## config.mk

```make
export PLATFORM = sky130hd
export DESIGN_NAME = ram_req_ctrl
export DESIGN_NICKNAME = d
export VERILOG_FILES = /design/src/rtl/ram_ctrl_pkg.sv /design/src/rtl/ram_req_ctrl_rsp_fifo2.sv /design/src/rtl/ram_req_ctrl.sv
export SDC_FILE = /design/constraint.sdc
export NUM_CORES = 1
export LEC_CHECK = 0
export ABC_AREA = 0
export BUFFER_PORTS_ARGS = -buffer_cell sky130_fd_sc_hd__clkbuf_2
export CAP_MARGIN = 30
export CORE_ASPECT_RATIO = 1.5
export CORE_UTILIZATION = 40
export DETAILED_ROUTE_END_ITERATION = 10
export GPL_TIMING_DRIVEN = 0
export PLACE_DENSITY_LB_ADDON = 0.3
export SLEW_MARGIN = 10
export SYNTH_ARGS = -nofsm -noshare
export SYNTH_HDL_FRONTEND = slang
export SYNTH_HIERARCHICAL = 1
export SYNTH_SLANG_ARGS = --single-unit
```

## constraint.sdc

```tcl
create_clock -name clk -period 4.8 [get_ports clk]
set_input_delay 0.96 -clock clk [delete_from_list [all_inputs] [get_ports clk]]
set_output_delay 0.96 -clock clk [all_outputs]
set_load 0.02 [all_outputs]
```

## src/rtl/ram_ctrl_pkg.sv

```systemverilog
// Shared definitions for the RAM request controller slice.
// Contents:
//   DEF_ADDR_W / DEF_DATA_W  default RAM geometry (16 x 8)
//   RSP_DEPTH                depth of the read-response queue
//   state_e                  controller state (INIT only used with RAM_INIT_EN)
package ram_ctrl_pkg;

  localparam int DEF_ADDR_W = 4;
  localparam int DEF_DATA_W = 8;
  localparam int RSP_DEPTH  = 2;

  typedef enum logic [0:0] {
    ST_INIT = 1'b0,
    ST_RUN  = 1'b1
  } state_e;

endpackage

```

## src/rtl/ram_req_ctrl_rsp_fifo2.sv

```systemverilog
// rsp_fifo2: two-entry in-order queue for read responses.
// Ports:
//   clk, rst          clock, synchronous active-high reset
//   push, push_data   enqueue one word
//   pop               dequeue the head word (ignored when empty)
//   count             number of stored words (0..2)
//   head_data         oldest stored word (0 after reset)
// Push and pop in the same cycle are allowed at any occupancy; a push into a
// full queue without a pop is dropped (the controller's credit check never
// lets that happen).
module rsp_fifo2
  import ram_ctrl_pkg::*;
#(
  parameter int DATA_W = DEF_DATA_W
) (
  input  logic              clk,
  input  logic              rst,
  input  logic              push,
  input  logic [DATA_W-1:0] push_data,
  input  logic              pop,
  output logic [1:0]        count,
  output logic [DATA_W-1:0] head_data
);

  localparam logic [1:0] FULL_CNT = 2'(RSP_DEPTH);

  logic [DATA_W-1:0] mem_r [0:1];
  logic              wr_ptr_r;
  logic              rd_ptr_r;
  logic [1:0]        count_r;
  logic              do_pop_s;
  logic              do_push_s;

  assign do_pop_s  = pop && (count_r != 2'd0);
  // When full, the slot freed by a simultaneous pop is the one written.
  assign do_push_s = push && ((count_r != FULL_CNT) || do_pop_s);

  // Storage, pointers and occupancy counter.
  always_ff @(posedge clk) begin
    if (rst) begin
      mem_r[0] <= '0;
      mem_r[1] <= '0;
      wr_ptr_r <= 1'b0;
      rd_ptr_r <= 1'b0;
      count_r  <= 2'd0;
    end else begin
      if (do_push_s) begin
        mem_r[wr_ptr_r] <= push_data;
        wr_ptr_r        <= ~wr_ptr_r;
      end else begin
        wr_ptr_r <= wr_ptr_r;
      end
      if (do_pop_s) begin
        rd_ptr_r <= ~rd_ptr_r;
      end else begin
        rd_ptr_r <= rd_ptr_r;
      end
      case ({do_push_s, do_pop_s})
        2'b10:   count_r <= count_r + 2'd1;
        2'b01:   count_r <= count_r - 2'd1;
        default: count_r <= count_r;
      endcase
    end
  end

  assign count     = count_r;
  assign head_data = mem_r[rd_ptr_r];

endmodule

```

## src/rtl/ram_req_ctrl.sv

```systemverilog
// ram_req_ctrl: upstream request controller for a single-port synchronous RAM.
// Converts a valid/ready read/write command stream into RAM we/addr/din pins,
// captures RAM dout one cycle after each accepted read and returns the data in
// order on a valid/ready response stream backed by a 2-entry queue.
// Ports:
//   clk, rst                        clock, synchronous active-high reset
//   req_valid/req_ready             command handshake
//   req_we, req_addr, req_wdata     command fields (wdata ignored on reads)
//   rsp_valid/rsp_ready, rsp_rdata  read response handshake and data
//   ram_we, ram_addr, ram_din       RAM control pins
//   ram_dout                        RAM registered read data
//   busy                            high while clearing the RAM after reset
// Build option: define RAM_INIT_EN to clear every RAM location to zero after
// reset before commands are accepted; otherwise commands are accepted
// immediately and busy stays low.
module ram_req_ctrl
  import ram_ctrl_pkg::*;
#(
  parameter int ADDR_W = DEF_ADDR_W,
  parameter int DATA_W = DEF_DATA_W
) (
  input  logic              clk,
  input  logic              rst,
  input  logic              req_valid,
  output logic              req_ready,
  input  logic              req_we,
  input  logic [ADDR_W-1:0] req_addr,
  input  logic [DATA_W-1:0] req_wdata,
  output logic              rsp_valid,
  input  logic              rsp_ready,
  output logic [DATA_W-1:0] rsp_rdata,
  output logic              ram_we,
  output logic [ADDR_W-1:0] ram_addr,
  output logic [DATA_W-1:0] ram_din,
  input  logic [DATA_W-1:0] ram_dout,
  output logic              busy
);

  logic              in_init_s;
  logic [ADDR_W-1:0] init_addr_s;
  logic              rd_inflight_r;
  logic [1:0]        q_count_s;
  logic [2:0]        occ_s;
  logic              pop_s;
  logic              credit_ok_s;
  logic              req_accept_s;

`ifdef RAM_INIT_EN
  localparam logic [ADDR_W-1:0] CNT_LAST = '1;
  localparam logic [ADDR_W-1:0] CNT_ONE  = {{(ADDR_W-1){1'b0}}, 1'b1};

  state_e            state_r;
  state_e            state_nxt_s;
  logic [ADDR_W-1:0] init_cnt_r;
  logic [ADDR_W-1:0] init_cnt_nxt_s;

  // State and clear-address counter registers; reset restarts the clear.
  always_ff @(posedge clk) begin
    if (rst) begin
      state_r    <= ST_INIT;
      init_cnt_r <= '0;
    end else begin
      state_r    <= state_nxt_s;
      init_cnt_r <= init_cnt_nxt_s;
    end
  end

  // Next state: walk every address once, then run.
  always_comb begin
    state_nxt_s    = state_r;
    init_cnt_nxt_s = init_cnt_r;
    case (state_r)
      ST_INIT: begin
        init_cnt_nxt_s = init_cnt_r + CNT_ONE;
        if (init_cnt_r == CNT_LAST) begin
          state_nxt_s = ST_RUN;
        end else begin
          state_nxt_s = ST_INIT;
        end
      end
      ST_RUN: begin
        state_nxt_s = ST_RUN;
      end
      default: begin
        state_nxt_s    = ST_INIT;
        init_cnt_nxt_s = '0;
      end
    endcase
  end

  assign in_init_s   = (state_r == ST_INIT);
  assign init_addr_s = init_cnt_r;
`else
  assign in_init_s   = 1'b0;
  assign init_addr_s = '0;
`endif

  // Occupancy counts the read in flight plus queued data, so a read is only
  // accepted when its response is guaranteed a queue slot.
  assign occ_s        = {2'b00, rd_inflight_r} + {1'b0, q_count_s};
  assign rsp_valid    = (q_count_s != 2'd0);
  assign pop_s        = rsp_valid && rsp_ready;
  assign credit_ok_s  = (occ_s < (3'd2 + {2'b00, pop_s}));
  assign req_ready    = !in_init_s && credit_ok_s;
  assign req_accept_s = req_valid && req_ready;
  assign busy         = in_init_s;

  // Marks the cycle in which RAM dout holds data for an accepted read.
  always_ff @(posedge clk) begin
    if (rst) begin
      rd_inflight_r <= 1'b0;
    end else begin
      rd_inflight_r <= req_accept_s && !req_we;
    end
  end

  // RAM pin muxing: clearing sweep during init, command fields otherwise.
  always_comb begin
    ram_we   = 1'b0;
    ram_addr = req_addr;
    ram_din  = req_wdata;
    if (in_init_s) begin
      ram_we   = 1'b1;
      ram_addr = init_addr_s;
      ram_din  = '0;
    end else begin
      ram_we   = req_accept_s && req_we;
      ram_addr = req_addr;
      ram_din  = req_wdata;
    end
  end

  rsp_fifo2 #(
    .DATA_W (DATA_W)
  ) u_rsp_fifo (
    .clk       (clk),
    .rst       (rst),
    .push      (rd_inflight_r),
    .push_data (ram_dout),
    .pop       (pop_s),
    .count     (q_count_s),
    .head_data (rsp_rdata)
  );

endmodule
```

# --- After elaboration in Yosys (flattened, before gate mapping) ---
# Memory sizes are Yosys's and may differ from the RTL's. A register that Yosys moved wholly into a read port is not among the register bits.
# Index checks and enable logic that the tools add are counted.
word_totals:
  romBits: 0
  out_inout_bits: 24
  input_bits: 25
  mem_count: 1
  ramBits: 16
  latch_bits: 0
  reg_bits: 5
op_classes:
  n_mul: 0
  bitwise_logic: 2
  n_eq_ne: 3
  n_div: 0
  n_mux: 11
  order_cmp: 1
  n_addsub: 4
  shift: 0
  n_reduce_logical: 11
mem_list:
  columns: ["memory", "depth", "word_bits", "read_ports", "rd_ports_with_merged_regs", "write_ports", "line", "source"]
  rows:
  - ["u_rsp_fifo.mem_r", 2, 8, 1, 1, 2, "ram_req_ctrl_rsp_fifo2.sv:27", "logic [DATA_W-1:0] mem_r [0:1];"]
ops:
  columns: ["op", "n"]
  rows:
  - ["1-bit 2-to-1 mux", 9]
  - ["8-bit 2-to-1 mux", 1]
  - ["8-bit OR reduction", 1]
  - ["1-bit logical AND", 6]
  - ["2-bit case mux with 2 select lines", 1]
  - ["2-bit nonzero test", 2]
  - ["1-bit by 2-bit adder with 3-bit output", 1]
  - ["2-bit by 1-bit adder with 3-bit output (first input constant)", 1]
  - ["3-bit less-than comparator", 1]
  - ["2-bit by 1-bit adder with 2-bit output (second input constant)", 1]
  - ["2-bit by 1-bit equality test with 1-bit output (second input constant)", 1]
  - ["2-bit equality test (second input constant)", 1]
  - ["2-bit != test (second input constant)", 1]
  - ["1-bit NOT", 2]
  - ["2-bit by 1-bit subtractor with 2-bit output (second input constant)", 1]
  - ["1-bit logical NOT", 1]
  - ["1-bit logical OR", 1]

# --- Logic depth before layout (Yosys ltp) ---
depth:
  depth_word: 10
  mapped_depth: 9

# --- Modules after synthesis ---
# Netlist, hierarchy kept.
by_module_without_submodules:
  columns: ["mod", "n_inst", "area_each_um2", "cells_per_inst"]
  rows:
  - ["rsp_fifo2", 1, 932.1, 75]
  - ["ram_req_ctrl", 1, 224.0, 25]

# --- Least setup slack after synthesis ---
# Ideal clock, no wire load.
synth_timing:
  path_type: "input port to output port"
  from: "input rsp_ready"
  to: "output ram_we"
  path_slack_ns: 2.272
  path_stages: 3
  required_time_ns: 3.840
  arrival_ns: 1.568
  cell_sequence: "o21ai_2 o21a_4 nor3b_2"
synth_via:
  elab_chain_cells: 5
synth_lines:
  columns: ["element", "line", "source"]
  rows:
  - ["from (decl)", "ram_req_ctrl.sv:30", "input logic rsp_ready,"]
  - ["1-bit logical AND", "ram_req_ctrl.sv:102", "assign pop_s = rsp_valid && rsp_ready;"]
  - ["2-bit by 1-bit adder with 3-bit output", "ram_req_ctrl.sv:103", "assign credit_ok_s = (occ_s < (3'd2 + {2'b00, pop_s}));"]
  - ["3-bit less-than comparator", "ram_req_ctrl.sv:103", null]
  - ["1-bit logical AND", "ram_req_ctrl.sv:105", "assign req_accept_s = req_valid && req_ready;"]
  - ["1-bit logical AND", "ram_req_ctrl.sv:127", "ram_we = req_accept_s && req_we;"]
  - ["to (decl)", "ram_req_ctrl.sv:32", "output logic ram_we,"]
# No other way between the ends.

# --- Worst setup path in the final report ---
# Same ends and word-level chain as after synthesis.

==> out/summary.txt <==
Status: completed
Power density over the cells: 283 nW/µm²
Fraction of power consumed by sequential logic: 53.3%
Antenna violations before repair: 0
Cell internal power dissipation: 313 µW
Detail Route met3 WL: 85 µm
Estimated wirelength of the detail-placed design: 1550 µm
# setup viols final: 0
WL met1: 704 µm
Distinct cell type count of the synthesized netlist: 28
Place WS: 2.14 ns
Number of max-slew violations in the final report: 0
Number of instances in the synthesized netlist: 100
Vias in the first global route: 709
Worst min-delay path category: register to register
Number of failing hold endpoints at the final stage: 0
Post-Syn Nets: 128
Overall overflow remaining after global route: 0
Worst Hold Path Cells: 2
Clock Pin Slew Worst Setup and Hold Paths: 0.07 ns
Worst-case reg-to-reg path depth: 8
Final nets: 168
Peak supply drop: 0.175 mV
Final worst path period share: 55.1%
Portion of the post-synthesis area used by sequential elements: 51.9%
TritonCTS clock tree: built
Net switching fraction of the power: 22.8%
Flops & latches, synth: 22
Final RePlAce weighted congestion: 0.647
GRT Resource Usage Total: 13.6%
Beginning of the worst register-to-register path: u_rsp_fifo/count[0]$_SDFFE_PP0P_
DR vias/cell: 4.60
Comb power frac: 15.7%
Final-layout worst hold slack: 0.536 ns
Classification of the worst setup path: input port to primary output
PnR worst setup slack: 2.15 ns
Area share of the largest cell type after synthesis: 41.6%
Clock latency at the later pin of the worst-skew pair: 0.25 ns
Arrival time of the worst setup path: 1.69 ns
Global-route wire length before repair: 2980 µm
Post-DP Area: 1380 µm²
Worst Path Max Fanout: 3
Req. time, crit path: 3.84 ns
Hold wc startpoint: u_rsp_fifo/rd_ptr_r$_SDFFE_PP0N_
CP endpoint: ram_we
Type of element launching the critical path: input port
Largest area contributor in the synthesized netlist: sky130_fd_sc_hd__edfxtp_1
Post-cts gate resize count: 0
Static leakage: 0.626 nW
Std-Cell Core Area: 2710 µm²
Die ar.: 3110 µm²
Final routed wirelength across all metal layers: 1980 µm
Critical R2R Capture: u_rsp_fifo/count[1]$_SDFFE_PP0P_
Portion of total power attributed to the clock network: 31.0%
CTS hold repair buffers: 0
Worst setup path startpoint: rsp_ready
Count of inserted antenna diode cells: 0
Worst-case clock skew: 0.00170 ns
Combined area of all synthesized cells: 1160 µm²
Die outline width: 45.9 µm
Total iterations of the first detailed-routing run: 2
Layout overhead on the synthesized area: 23.9%
Leading post-synthesis cells by cell area: sky130_fd_sc_hd__edfxtp_1, sky130_fd_sc_hd__dfxtp_1, sky130_fd_sc_hd__buf_4, sky130_fd_sc_hd__mux2_2, sky130_fd_sc_hd__nor2_1
FP Rows: 23
Number of synthesis warnings: 6
# H-tree levels: 1
Pin count of the biggest net entering global routing: 13
Total Negative Setup Slacks: 0 ns
Iteration-0 DRC Markers: 9
Wire length per cell: 11.3 µm
Design Area, Final: 1430 µm²
Share of layout cells above drive strength 1: 48.9%
Tot Pwr: 405 µW
Ports placed on the boundary: 49
TritonCTS Buffers: 3
Wire length on met2: 1180 µm
Clock Tree Buf Depth: 2
Via count: 810
Max_cap viols: 0
Setup Buffers After CTS: 0
ANT nets after route: 0
Kind of end point of the critical path: primary output
RSZ-0062 raised after global routing: no
Clock tree root driver cell: sky130_fd_sc_hd__clkbuf_8
Total of fill cells in the finished design: 275
Setup slack of the most critical reg-to-reg path: 2.75 ns
Mean area per synthesized cell: 11.6 µm²
Effective utilization at floorplan: 42.7%
DRC violation count after routing: 0
Clock period minus worst slack: 2.65 ns
Achievable clock frequency: 0.378 GHz
Uppermost metal layer occupied by signal nets: met4
Number of sinks handled by clock tree synthesis: 22
DIE HEIGHT: 67.8 µm
Count of input and output buffers: 35
P_sw: 92.1 µW
## synth_stat cells (all sizes together)
master and count:
mux2 8, o21ai 2, nand3b 1, nor3b 1
edfxtp 16, inv 1, nand2b 11, nand3 1
nor4 1, ha 3, a21oi 2, nand2 1
conb 1, xnor2 2, o21a 2, a21bo 1
dfxtp 6, or3 1, buf 14, xor2 1
or2 1, or3b 1, clkbuf 2, nor2 20
## cells in the final DEF, fill, tap and decap left out, types with 2 or more instances in the layout
master / count
sky130_fd_sc_hd__clkbuf_2: 35
sky130_fd_sc_hd__nor2_1: 20
sky130_fd_sc_hd__edfxtp_1: 16
sky130_fd_sc_hd__buf_4: 13
sky130_fd_sc_hd__nand2b_1: 11
sky130_fd_sc_hd__mux2_2: 8
sky130_fd_sc_hd__dfxtp_1: 6
sky130_fd_sc_hd__clkbuf_8: 4
sky130_fd_sc_hd__ha_1: 3
sky130_fd_sc_hd__clkbuf_1: 2
sky130_fd_sc_hd__xnor2_1: 2
## kinds of logic after synthesis
logic type	share of synthesized area, %
AND/OR/NAND/NOR	19.4
multiplexers	7.79
buffers and inverters	9.85
other	0.324
adder cells (fa/ha/maj)	3.25
flip-flops	51.9
XOR/XNOR	2.27
AO/OA/AOI/OAI	5.19
## through the flow
stage	util, %	std cells
6_report	53.0	176
5_1_grt	53.0	176
4_1_cts	53.0	176
3_5_place_dp	50.9	172
3_3_place_gp	50.9	172
2_1_floorplan	-	100
## worst max-delay path, stage by stage
cell and delay (ns):
sky130_fd_sc_hd__clkbuf_2 0.08, sky130_fd_sc_hd__o21ai_2 0.05, sky130_fd_sc_hd__o21a_4 0.22, sky130_fd_sc_hd__nor3b_2 0.18, sky130_fd_sc_hd__clkbuf_2 0.19
## worst min path at each step
stage	to	slack, ns
after floorplan	register	0.48
after global placement	register	0.50
after detailed placement	register	0.51
after CTS	u_rsp_fifo/rd_ptr_r$_SDFFE_PP0N_	0.54
after global routing	register	0.56
final	register	0.54
## power groups by stage
stage / logic (mW) / clock network (mW) / registers (mW)
floorplan: 0.0449 / 0 / 0.219
global placement: 0.0627 / 0 / 0.219
detailed placement: 0.0642 / 0 / 0.220
CTS: 0.0644 / 0.128 / 0.216
global route: 0.0686 / 0.138 / 0.217
finish: 0.0635 / 0.126 / 0.216
## per-layer routing
| metal | vias to the layer above | GRT usage [%] |
|---|---|---|
| met5 | - | 0 |
| met4 | 0 | 6.62 |
| met3 | 2 | 2.64 |
| met2 | 18 | 25.7 |
| met1 | 386 | 13.4 |
| li1 | 404 | - |
## area by class of cell
cell class	count	area [µm²]	area share, %
clock buffers	4	55.1	3.84
repair buffers	35	175	12.2
flip-flops and latches	22	601	41.9
plain buffers	16	110	7.69
well taps	37	46.3	3.23
multi-input cells	61	442	30.8
inverters	1	3.75	0.262
## sequential cells by signal, summed over array words and instances (netlist names), named ones only
register	count
u_rsp_fifo/count	2
rd_inflight_r	1
u_rsp_fifo/mem_r	16
u_rsp_fifo/wr_ptr_r	1
u_rsp_fifo/rd_ptr_r	1
No activity file was read; power rests on OpenSTA's default activity.
